## src/rtl/pipeline_pkg.sv

```systemverilog
// Shared pipeline types and constants.
// Used by the hazard scoreboard and by Control.
package pipeline_pkg;

  localparam int STAGE_EX   = 0;
  localparam int STAGE_MEM  = 1;
  localparam int STAGE_WB   = 2;

  localparam int READY_ALU  = 1;
  localparam int READY_LOAD = 2;

  localparam int SB_REG_W   = 5;
  localparam int SB_STAGE_W = 2;

  // Entry layout for the default 5-bit/3-stage pipe
  typedef struct packed {
    logic                  valid;
    logic                  regWrite;
    logic [SB_REG_W-1:0]   rd;
    logic [SB_STAGE_W-1:0] readyStage;
  } sbEntry_t;

endpackage

```

## src/rtl/hazard_scoreboard_if.sv

```systemverilog
// Decode/EX view of the hazard scoreboard.
// master = pipeline control, slave = scoreboard.
interface hazard_scoreboard_if #(
  parameter int NUM_READ_PORTS  = 2,
  parameter int REG_INDEX_WIDTH = 5,
  parameter int PIPE_DEPTH      = 3,
  parameter int STAGE_W         = 2,
  parameter int COUNT_W         = 32
);
  localparam int RIW = NUM_READ_PORTS * REG_INDEX_WIDTH;
  localparam int FSW = NUM_READ_PORTS * STAGE_W;

  logic                       idValid;
  logic                       idRegWrite;
  logic [REG_INDEX_WIDTH-1:0] idWriteIndex;
  logic [STAGE_W-1:0]         idReadyStage;
  logic [RIW-1:0]             idReadIndex;
  logic [RIW-1:0]             exReadIndex;
  logic                       flush;
  logic                       stall;
  logic [FSW-1:0]             fwdSel;
  logic [PIPE_DEPTH-1:0]      stageValid;
  logic [COUNT_W-1:0]         stallCount;

  modport master (
    output idValid, idRegWrite, idWriteIndex,
    output idReadyStage, idReadIndex,
    output exReadIndex, flush,
    input  stall, fwdSel, stageValid, stallCount
  );

  modport slave (
    input  idValid, idRegWrite, idWriteIndex,
    input  idReadyStage, idReadIndex,
    input  exReadIndex, flush,
    output stall, fwdSel, stageValid, stallCount
  );

endinterface

```

## src/rtl/hazard_match_port.sv

```systemverilog
// Youngest live match of one source register
// over a contiguous window of scoreboard stages.
module hazard_match_port
  import pipeline_pkg::*;
#(
  parameter int N       = 2,
  parameter int BASE    = 0,
  parameter int REG_W   = 5,
  parameter int STAGE_W = 2
) (
  input  logic [N-1:0]         valid,
  input  logic [N-1:0]         regWrite,
  input  logic [N*REG_W-1:0]   rd,
  input  logic [N*STAGE_W-1:0] rdy,
  input  logic [REG_W-1:0]     readIndex,
  output logic                 hit,
  output logic [STAGE_W-1:0]   sel,
  output logic [STAGE_W-1:0]   selRdy
);

  // Scan oldest to youngest so the youngest match wins
  always_comb begin
    hit    = 1'b0;
    sel    = '0;
    selRdy = '0;
    for (int s = N - 1; s >= 0; s--) begin
      if (valid[s] && regWrite[s] &&
          readIndex != '0 &&
          rd[s*REG_W +: REG_W] == readIndex) begin
        hit    = 1'b1;
        sel    = STAGE_W'(BASE + s);
        selRdy = rdy[s*STAGE_W +: STAGE_W];
      end
    end
  end

endmodule

```

## src/rtl/hazard_scoreboard.sv

```systemverilog
// In-flight instruction scoreboard: decode stall
// on unready RAW hazards, EX forwarding select.
module hazard_scoreboard
  import pipeline_pkg::*;
#(
  parameter int NUM_READ_PORTS  = 2,
  parameter int REG_INDEX_WIDTH = 5,
  parameter int PIPE_DEPTH      = 3,
  parameter int STAGE_W         = 2,
  parameter int COUNT_W         = 32
) (
  input  logic               clk,
  input  logic               rst_n,
  hazard_scoreboard_if.slave bus
);

  localparam int NP = NUM_READ_PORTS;
  localparam int RW = REG_INDEX_WIDTH;
  localparam int PD = PIPE_DEPTH;
  localparam int SW = STAGE_W;

  logic [PD-1:0]    eValid;
  logic [PD-1:0]    eWrite;
  logic [PD*RW-1:0] eRd;
  logic [PD*SW-1:0] eRdy;

  logic [NP-1:0]    idHit;
  logic [NP-1:0]    exHit;
  logic [NP-1:0]    hazard;
  logic [NP*SW-1:0] idSel;
  logic [NP*SW-1:0] idRdy;
  logic [NP*SW-1:0] exSel;
  logic [NP*SW-1:0] exRdy;

  logic             stall;
  logic             accept;
  logic [COUNT_W-1:0] stallCount;

  for (genvar p = 0; p < NP; p++) begin : g_port
    // Last stage is excluded: the register file bypasses it
    hazard_match_port #(
      .N(PD - 1), .BASE(0),
      .REG_W(RW), .STAGE_W(SW)
    ) uId (
      .valid     (eValid[PD-2:0]),
      .regWrite  (eWrite[PD-2:0]),
      .rd        (eRd[(PD-1)*RW-1:0]),
      .rdy       (eRdy[(PD-1)*SW-1:0]),
      .readIndex (bus.idReadIndex[p*RW +: RW]),
      .hit       (idHit[p]),
      .sel       (idSel[p*SW +: SW]),
      .selRdy    (idRdy[p*SW +: SW])
    );

    hazard_match_port #(
      .N(PD - 1), .BASE(1),
      .REG_W(RW), .STAGE_W(SW)
    ) uEx (
      .valid     (eValid[PD-1:1]),
      .regWrite  (eWrite[PD-1:1]),
      .rd        (eRd[PD*RW-1:RW]),
      .rdy       (eRdy[PD*SW-1:SW]),
      .readIndex (bus.exReadIndex[p*RW +: RW]),
      .hit       (exHit[p]),
      .sel       (exSel[p*SW +: SW]),
      .selRdy    (exRdy[p*SW +: SW])
    );

    assign hazard[p] = idHit[p] &&
      (idRdy[p*SW +: SW] > idSel[p*SW +: SW] + SW'(1));
  end

  assign stall  = bus.idValid & ~bus.flush & (|hazard);
  assign accept = bus.idValid & ~bus.flush & ~stall;

  always_ff @(posedge clk or negedge rst_n) begin
    if (!rst_n) begin
      eValid     <= '0;
      eWrite     <= '0;
      eRd        <= '0;
      eRdy       <= '0;
      stallCount <= '0;
    end else begin
      eValid <= {eValid[PD-2:0], accept};
      eWrite <= {eWrite[PD-2:0], bus.idRegWrite};
      eRd    <= {eRd[(PD-1)*RW-1:0], bus.idWriteIndex};
      eRdy   <= {eRdy[(PD-1)*SW-1:0], bus.idReadyStage};
      if (stall && !(&stallCount))
        stallCount <= stallCount + COUNT_W'(1);
    end
  end

  always_ff @(posedge clk) begin
    if (rst_n && bus.idValid)
      assert (bus.idReadyStage != '0 &&
              int'(bus.idReadyStage) <= PD - 1);
    for (int p = 0; p < NP; p++)
      if (rst_n && eValid[0] && exHit[p])
        assert (exRdy[p*SW +: SW] <= exSel[p*SW +: SW]);
  end

  assign bus.stall      = stall;
  assign bus.fwdSel     = exSel;
  assign bus.stageValid = eValid;
  assign bus.stallCount = stallCount;

endmodule

```

## src/flat_wrapper.sv

```systemverilog
// flat-port wrapper written by rule: the top's interface ports become plain ports
module hazard_scoreboard_flat import pipeline_pkg::*;
#(
  parameter int NUM_READ_PORTS  = 2,
  parameter int REG_INDEX_WIDTH = 5,
  parameter int PIPE_DEPTH      = 3,
  parameter int STAGE_W         = 2,
  parameter int COUNT_W         = 32
)
  (clk, rst_n, bus_idValid, bus_idRegWrite, bus_idWriteIndex, bus_idReadyStage, bus_idReadIndex, bus_exReadIndex, bus_flush, bus_stall, bus_fwdSel, bus_stageValid, bus_stallCount);
  hazard_scoreboard_if #(.NUM_READ_PORTS(NUM_READ_PORTS), .REG_INDEX_WIDTH(REG_INDEX_WIDTH), .PIPE_DEPTH(PIPE_DEPTH), .STAGE_W(STAGE_W), .COUNT_W(COUNT_W)) bus_i ();
  input  logic clk;
  input  logic rst_n;
  input wire logic [$bits(bus_i.idValid)-1:0] bus_idValid;
  input wire logic [$bits(bus_i.idRegWrite)-1:0] bus_idRegWrite;
  input wire logic [$bits(bus_i.idWriteIndex)-1:0] bus_idWriteIndex;
  input wire logic [$bits(bus_i.idReadyStage)-1:0] bus_idReadyStage;
  input wire logic [$bits(bus_i.idReadIndex)-1:0] bus_idReadIndex;
  input wire logic [$bits(bus_i.exReadIndex)-1:0] bus_exReadIndex;
  input wire logic [$bits(bus_i.flush)-1:0] bus_flush;
  output wire logic [$bits(bus_i.stall)-1:0] bus_stall;
  output wire logic [$bits(bus_i.fwdSel)-1:0] bus_fwdSel;
  output wire logic [$bits(bus_i.stageValid)-1:0] bus_stageValid;
  output wire logic [$bits(bus_i.stallCount)-1:0] bus_stallCount;
  assign bus_i.idValid = bus_idValid;
  assign bus_i.idRegWrite = bus_idRegWrite;
  assign bus_i.idWriteIndex = bus_idWriteIndex;
  assign bus_i.idReadyStage = bus_idReadyStage;
  assign bus_i.idReadIndex = bus_idReadIndex;
  assign bus_i.exReadIndex = bus_exReadIndex;
  assign bus_i.flush = bus_flush;
  assign bus_stall = bus_i.stall;
  assign bus_fwdSel = bus_i.fwdSel;
  assign bus_stageValid = bus_i.stageValid;
  assign bus_stallCount = bus_i.stallCount;
  hazard_scoreboard #(.NUM_READ_PORTS(NUM_READ_PORTS), .REG_INDEX_WIDTH(REG_INDEX_WIDTH), .PIPE_DEPTH(PIPE_DEPTH), .STAGE_W(STAGE_W), .COUNT_W(COUNT_W)) u_core (.clk(clk), .rst_n(rst_n), .bus(bus_i));
endmodule
```

## config.mk

```make
export PLATFORM = sky130hd
export DESIGN_NAME = hazard_scoreboard_flat
export DESIGN_NICKNAME = d
export VERILOG_FILES = /design/src/rtl/pipeline_pkg.sv /design/src/rtl/hazard_scoreboard_if.sv /design/src/rtl/hazard_match_port.sv /design/src/rtl/hazard_scoreboard.sv /design/src/flat_wrapper.sv
export SDC_FILE = /design/constraint.sdc
export NUM_CORES = 1
export LEC_CHECK = 0
export ABC_AREA = 0
export CORE_UTILIZATION = 53
export DETAILED_ROUTE_END_ITERATION = 12
export PLACE_DENSITY_LB_ADDON = 0.2
export SLEW_MARGIN = 20
export SYNTH_ARGS = -nofsm -noshare
export SYNTH_HDL_FRONTEND = slang
export SYNTH_SLANG_ARGS = --single-unit
```

## constraint.sdc

```tcl
create_clock -name clk -period 6 [get_ports clk]
set_input_delay 1.2 -clock clk [delete_from_list [all_inputs] [get_ports clk]]
set_output_delay 1.2 -clock clk [all_outputs]
set_load 0.02 [all_outputs]
```

==> run summary, run 1 <==
outcome -> complete, no violations
Pint -> 0.612 mW
met2 usage -> 40.5%
routed vias/inst -> 5.57
Initial Util -> 56.1%
# fillers -> 379
Num CTS Buffers -> 9
Clock Tree Root -> clkbuf_8
Seq pwr share -> 50.8%
die area -> 5810 µm²
Synthesized Nets -> 311
CTS hold repair buffers -> 0
Yosys Warn Count -> 0
Post-Place Worst Slack -> 0.310 ns
reg-to-reg setup timing slack -> 2.26 ns
RD Place Congestion -> 0.861
GR peak layer -> met2
final wirelength -> 6880 µm
synth unique cells -> 32
storage element area -> 1430 µm²
met3 Use GR -> 4.79%
unrepaired setup endpoints after global routing -> false
leakage -> 1.64 nW
die width -> 76.2 µm
IO Port Bufs -> 71
vias in the first global route -> 2314
sw frac -> 23.0%
Final WS setup -> 0.247 ns
Min-Delay Startpoint -> u_core.eWrite[1]
VDD IR max -> 0.126 mV
synthesis-to-finish area growth -> 32.6%
critical path endpoint category -> output port
largest net degree at the start of global routing -> 58
slew margin rel. -> 51.8%
switching pwr -> 0.183 mW
clk_lat worst skew -> 0.33 ns
DRC viols -> 0
dpl hpwl -> 4920 µm
reg-to-reg endpoint -> u_core.bus.stallCount[17]
crit path DAT -> 4.55 ns
clk slew on worst S/H paths -> 0.06 ns
number of H-tree levels -> 3
Post-DRT Antenna Nets -> 0
core area -> 5200 µm²
final setup fails -> 0
via count -> 2372
hold depth -> 0
Yosys reg bits -> 57
Overall Global Routing Usage -> 24.7%
clk sinks -> 57
Pwr Density -> 205 nW/µm²
fraction of layout cells with a size suffix above 1 -> 5.62%
area of the multi-input gates -> 1440 µm²
drt first pass iters -> 4
post-synthesis cell count -> 274
cell area after synthesis -> 2920 µm²
initial antenna violation count -> 0
syn_area_per_cell -> 10.7 µm²
Hold WC Path Type -> register to register
Reg2Reg Depth -> 13
Hold Vio Cnt, Final -> 0
CTS tree -> done
Site Rows -> 26
Worst-Margin Slew -> 0.720 ns
Post-CTS Resized -> 0
Clock power frac -> 40.8%
drt wl/cell -> 16.2 µm
Nets -> 389
Chip Height -> 76.2 µm
worst-path fanout max -> 4
period utilization -> 95.9%
worst-case hold path end point -> u_core.eWrite[2]
Worst EP required -> 4.80 ns
Worst Skew -> 0.00724 ns
antenna fix cells -> 0
initial drt markers -> 133
clock buffer depth -> 2
fin. max-slew vios -> 0
Post-CTS Setup Repair Bufs -> 0
Comb power frac -> 8.4%
fin area -> 3870 µm²
worst r2r src -> u_core.eRd[0]
post-synthesis sequential area ratio -> 48.8%
crit path kind -> input pin to output port
CP startpoint kind -> input pin
Area after DPL -> 3690 µm²
Setup TNS Final -> 0 ns
Final min period -> 5.75 ns
Fmax -> 0.174 GHz
I/O pin total -> 72
first-pass GRT wire length -> 10900 µm
GRT overflow -> 0
Max Cap Violations -> 0
met1 Use GR -> 30.8%
## Yosys cell counts
cell | count | area share, %
and2_1 | 2 | 0.43
clkbuf_1 | 2 | 0.26
nand4_1 | 13 | 2.8
nor2b_1 | 4 | 0.86
nand3_1 | 8 | 1.4
nor3b_1 | 1 | 0.26
dfrtp_1 | 57 | 49
buf_6 | 2 | 0.77
a2bb2oi_1 | 1 | 0.30
nor4_1 | 16 | 3.4
buf_1 | 2 | 0.26
a22o_1 | 2 | 0.60
o21ai_0 | 2 | 0.34
nor3_1 | 16 | 2.7
or3_1 | 2 | 0.43
and3_1 | 2 | 0.43
nor2_1 | 12 | 1.5
nand3b_1 | 1 | 0.26
nand2_1 | 25 | 3.2
nand2b_1 | 5 | 1.1
or4_1 | 6 | 1.5
xor2_1 | 34 | 10
inv_1 | 5 | 0.64
ha_1 | 5 | 2.1
nor4b_1 | 2 | 0.60
or4_4 | 1 | 0.39
a22oi_1 | 2 | 0.51
mux2_1 | 1 | 0.39
xnor2_1 | 37 | 11
or2_2 | 1 | 0.21
and4_1 | 4 | 1.2
a2bb2oi_4 | 1 | 0.90
## critical path, stage by stage
cell and delay, ns:
clkdlybuf4s50_1 0.54, xnor2_1 0.14, nand4_1 0.12, nor4_1 0.55, nor2_1 0.20, a22o_1 0.23, ha_1 0.30, nor2b_1 0.13
o21ai_0 0.24, nor2_1 0.10, a2bb2oi_1 0.21, inv_1 0.06, clkdlybuf4s50_1 0.53
## power by group through the flow
stage	logic (mW)	clock network (mW)	registers, mW
6_report	0.0672	0.325	0.404
2_1_floorplan	0.0289	0	0.408
5_1_grt	0.0729	0.344	0.405
3_3_place_gp	0.0666	0	0.411
3_5_place_dp	0.0676	0	0.411
4_1_cts	0.0682	0.334	0.404
## flip-flops by register name, summed over array words and instances, names as in the netlist
name / flops
u_core.bus.stageValid: 3
u_core.bus.stallCount: 32
u_core.eRd: 15
u_core.eRdy: 4
u_core.eWrite: 3
## cell families after synthesis
kind of cell	count (synthesis)	synth area share [%]
muxes	1	0.386
AOI/OAI and AO/OA	8	2.66
DFF	57	48.8
buffers and inverters	11	1.93
and+or+nand+nor	121	22.8
adders and majority gates	5	2.14
xor gates and xnor gates	71	21.3
## final cells by class
type                    count  area share [%]
well taps                  70            2.26
flip-flops and latches     57            36.8
repair buffers             73            18.6
inverters                   5           0.485
clock buffers              13            4.36
clock inverters             2           0.323
multi-input cells         206            37.1
## cells in the final DEF (no fill, tap or decap), types with 4 or more instances in the layout
cell             count
inv_1                5
clkdlybuf4s50_1     70
nor2b_1              4
nor4_1              16
nand2b_1             5
and4_1               4
nand3_1              8
xnor2_1             37
dfrtp_1             57
xor2_1              34
ha_1                 5
nand2_1             25
nor2_1              12
clkbuf_8            12
nor3_1              16
or4_1                6
nand4_1             13
## how the worst max path moves through the flow
stage | endpoint | slack [ns] | start
finish | bus_stall | 0.25 | bus_idReadIndex[0]
global route | bus_stall | 0.004 | bus_idReadIndex[7]
CTS | bus_stall | 0.28 | bus_idReadIndex[0]
detailed placement | bus_stall | 0.31 | bus_idReadIndex[7]
global placement | bus_stall | 0.40 | bus_idReadIndex[7]
floorplan | bus_stall | 1.34 | bus_idReadIndex[6]
## metal layers
metal / part of all wire, % / routed length, µm
met3: 5.8 / 399
met1: 42 / 2880
met5: 0 / 0
met2: 50 / 3430
met4: 2.5 / 172
## through the flow
stage	cells	power (mW)	hold slack [ns]	util, %
after CTS	426	0.806	0.384	74.4
after detailed placement	411	0.479	0.369	70.9
final	426	0.796	0.377	74.4
after global placement	411	0.477	0.365	70.9
after global routing	426	0.822	0.391	74.4
after floorplan	274	0.437	0.352	-
Power figures use the tool's default switching activity.
==> inputs of run 2 (changes only) <==
--- a/config.mk
+++ b/config.mk
@@ -8,6 +8,8 @@
 export ABC_AREA = 0
 export CORE_UTILIZATION = 53
 export DETAILED_ROUTE_END_ITERATION = 12
+export HOLD_SLACK_MARGIN = 0.06
+export MAX_ROUTING_LAYER = met4
 export PLACE_DENSITY_LB_ADDON = 0.2
 export SLEW_MARGIN = 20
 export SYNTH_ARGS = -nofsm -noshare
==> run 2 against run 1 <==
Power grew 0.15%. Combinational power is essentially flat. Sequential cell count is the same. Critical path type unchanged. Worst hold slack is essentially flat. Largest cell class unchanged. Die area is the same. Clock skew is essentially flat.
==> run summary, run 2 (synthesis gave the netlist of run 1 again) <==
leakage -> 1.64 nW (unchanged)
initial antenna violation count -> 0 (unchanged)
worst-path fanout max -> 4 (unchanged)
antenna fix cells -> 0 (unchanged)
Max Cap Violations -> 0 (unchanged)
most common cell after layout, fill and taps aside -> clkdlybuf4s50_1
reg-to-reg setup timing slack -> 2.25 ns (about the same)
first-pass GRT wire length -> 11000 µm (about the same)
Clock Tree Root -> clkbuf_8
CTS tree -> done
Fmax -> 0.173 GHz (-0.35%)
CP startpoint kind -> input pin
die width -> 76.2 µm (unchanged)
core area -> 5200 µm² (unchanged)
Pwr Total -> 0.797 mW (+0.15%)
routed vias/inst -> 5.59 (+0.42%)
final wirelength -> 6900 µm (+0.32%)
synthesis-to-finish area growth -> 32.6% (unchanged)
unrepaired setup endpoints after global routing -> false
dpl hpwl -> 4920 µm (unchanged)
I/O pin total -> 72 (unchanged)
clk_lat worst skew -> 0.33 ns (about the same)
RD Place Congestion -> 0.875 (+1.6%)
DRC viols -> 0 (unchanged)
VDD IR max -> 0.126 mV (about the same)
reg-to-reg endpoint -> u_core.bus.stallCount[17]
number of H-tree levels -> 3 (unchanged)
largest net degree at the start of global routing -> 58 (unchanged)
CTS hold repair buffers -> 0 (unchanged)
Hold Vio Cnt, Final -> 0 (unchanged)
via count -> 2382 (+0.42%)
drt first pass iters -> 4 (unchanged)
fin. max-slew vios -> 0 (unchanged)
# fillers -> 379 (unchanged)
Nets -> 389 (unchanged)
Post-CTS Setup Repair Bufs -> 0 (unchanged)
top flop regs -> u_core.bus.stallCount (32), u_core.eRd (15), u_core.eRdy (4)
vias in the first global route -> 2320 (+0.26%)
CP endpoint -> bus_stall
clk slew on worst S/H paths -> 0.06 ns (about the same)
Hold WC Path Type -> register to register
Final min period -> 5.77 ns (+0.0200 ns)
max reg flops -> 32 (unchanged)
clock buffer depth -> 2 (unchanged)
Chip Height -> 76.2 µm (unchanged)
Overall Global Routing Usage -> 25.4% (+0.70 points)
Worst-Margin Slew -> 0.709 ns (-0.0109 ns)
Num CTS Buffers -> 9 (unchanged)
Post-CTS Resized -> 0 (unchanged)
crit path kind -> input pin to output port
Reg2Reg Depth -> 13 (unchanged)
period utilization -> 96.2% (+0.33 points)
crit path DAT -> 4.57 ns (+0.02 ns)
die area -> 5810 µm² (unchanged)
worst r2r src -> u_core.eRd[0]
drt wl/cell -> 16.2 µm (+0.32%)
most frequent cells in the layout -> 70 x clkdlybuf4s50_1, 57 x dfrtp_1, 37 x xnor2_1, 34 x xor2_1, 25 x nand2_1
fraction of layout cells with a size suffix above 1 -> 5.62% (unchanged)
initial drt markers -> 111 (-17%)
Setup TNS Final -> 0 ns (unchanged)
Worst EP required -> 4.80 ns (about the same)
Initial Util -> 56.1% (unchanged)
critical path endpoint category -> output port
Site Rows -> 26 (unchanged)
Worst Skew -> 0.00712 ns (-0.000119 ns)
IO Port Bufs -> 71 (unchanged)
slew margin rel. -> 52.3% (+0.46 points)
clk sinks -> 57 (unchanged)
GRT overflow -> 0 (unchanged)
final setup fails -> 0 (unchanged)
worst setup path start -> bus_idReadIndex[0]
Post-DRT Antenna Nets -> 0 (unchanged)
Pwr Density -> 206 nW/µm² (+0.15%)
outcome -> complete, no violations
largest register by flop count -> u_core.bus.stallCount
-- run 2: worst min-delay path by stage --
stage | from | cells after the start | end
final | u_core.eWrite[1] | 0 | u_core.eWrite[2]
after global routing | u_core.eWrite[1] | 0 | u_core.eWrite[2]
after CTS | u_core.eWrite[1] | 0 | u_core.eWrite[2]
after detailed placement | u_core.eWrite[0] | 0 | u_core.eWrite[1]
after global placement | u_core.eWrite[1] | 0 | u_core.eWrite[2]
after floorplan | u_core.eRd[5] | 0 | u_core.eRd[10]
-- run 2: routing by layer --
layer  track usage, %  vias up  wire length [µm]
li1                 -     1125                 -
met1             30.8     1165              2910
met2             40.3       76              3450
met3             4.79       16               366
met4             13.7        0               171
met5                -        -                 0
-- run 2: power by group --
group	leakage, nW	total (mW)	switching, mW	internal (mW)
clock network	0.0915	0.326	0.145	0.181
registers	0.742	0.404	0.0107	0.393
logic	0.805	0.0672	0.0286	0.0386
-- run 2: final cells by class --
cell class,count,area (µm²),area share (%)
Clock buffer,13,169,4.36
Clock inverter,2,12.5,0.323
Inverter,5,18.8,0.485
Multi-Input combinational cell,206,1440,37.1
Sequential cell,57,1430,36.8
Tap cell,70,87.6,2.26
Timing Repair Buffer,73,721,18.6
-- run 2: critical path, cell delays in order --
cell	delay (ns)
clkdlybuf4s50_1	0.55
xnor2_1	0.15
nand4_1	0.13
nor4_1	0.56
nor2_1	0.20
a22o_1	0.23
ha_1	0.30
nor2b_1	0.13
o21ai_0	0.24
nor2_1	0.10
a2bb2oi_1	0.21
inv_1	0.06
clkdlybuf4s50_1	0.53
-- run 2: stage by stage --
| stage | instances | hold WS (ns) | setup slack [ns] | util (%) | cell area [µm²] |
|---|---|---|---|---|---|
| finish | 426 | 0.377 | 0.227 | 74.4 | 3870 |
| detailed placement | 411 | 0.369 | 0.310 | 70.9 | 3690 |
| CTS | 426 | 0.384 | 0.279 | 74.4 | 3870 |
| global route | 426 | 0.391 | 0.00407 | 74.4 | 3870 |
| global placement | 411 | 0.365 | 0.397 | 70.9 | 3690 |
| floorplan | 274 | 0.352 | 1.34 | - | 2920 |
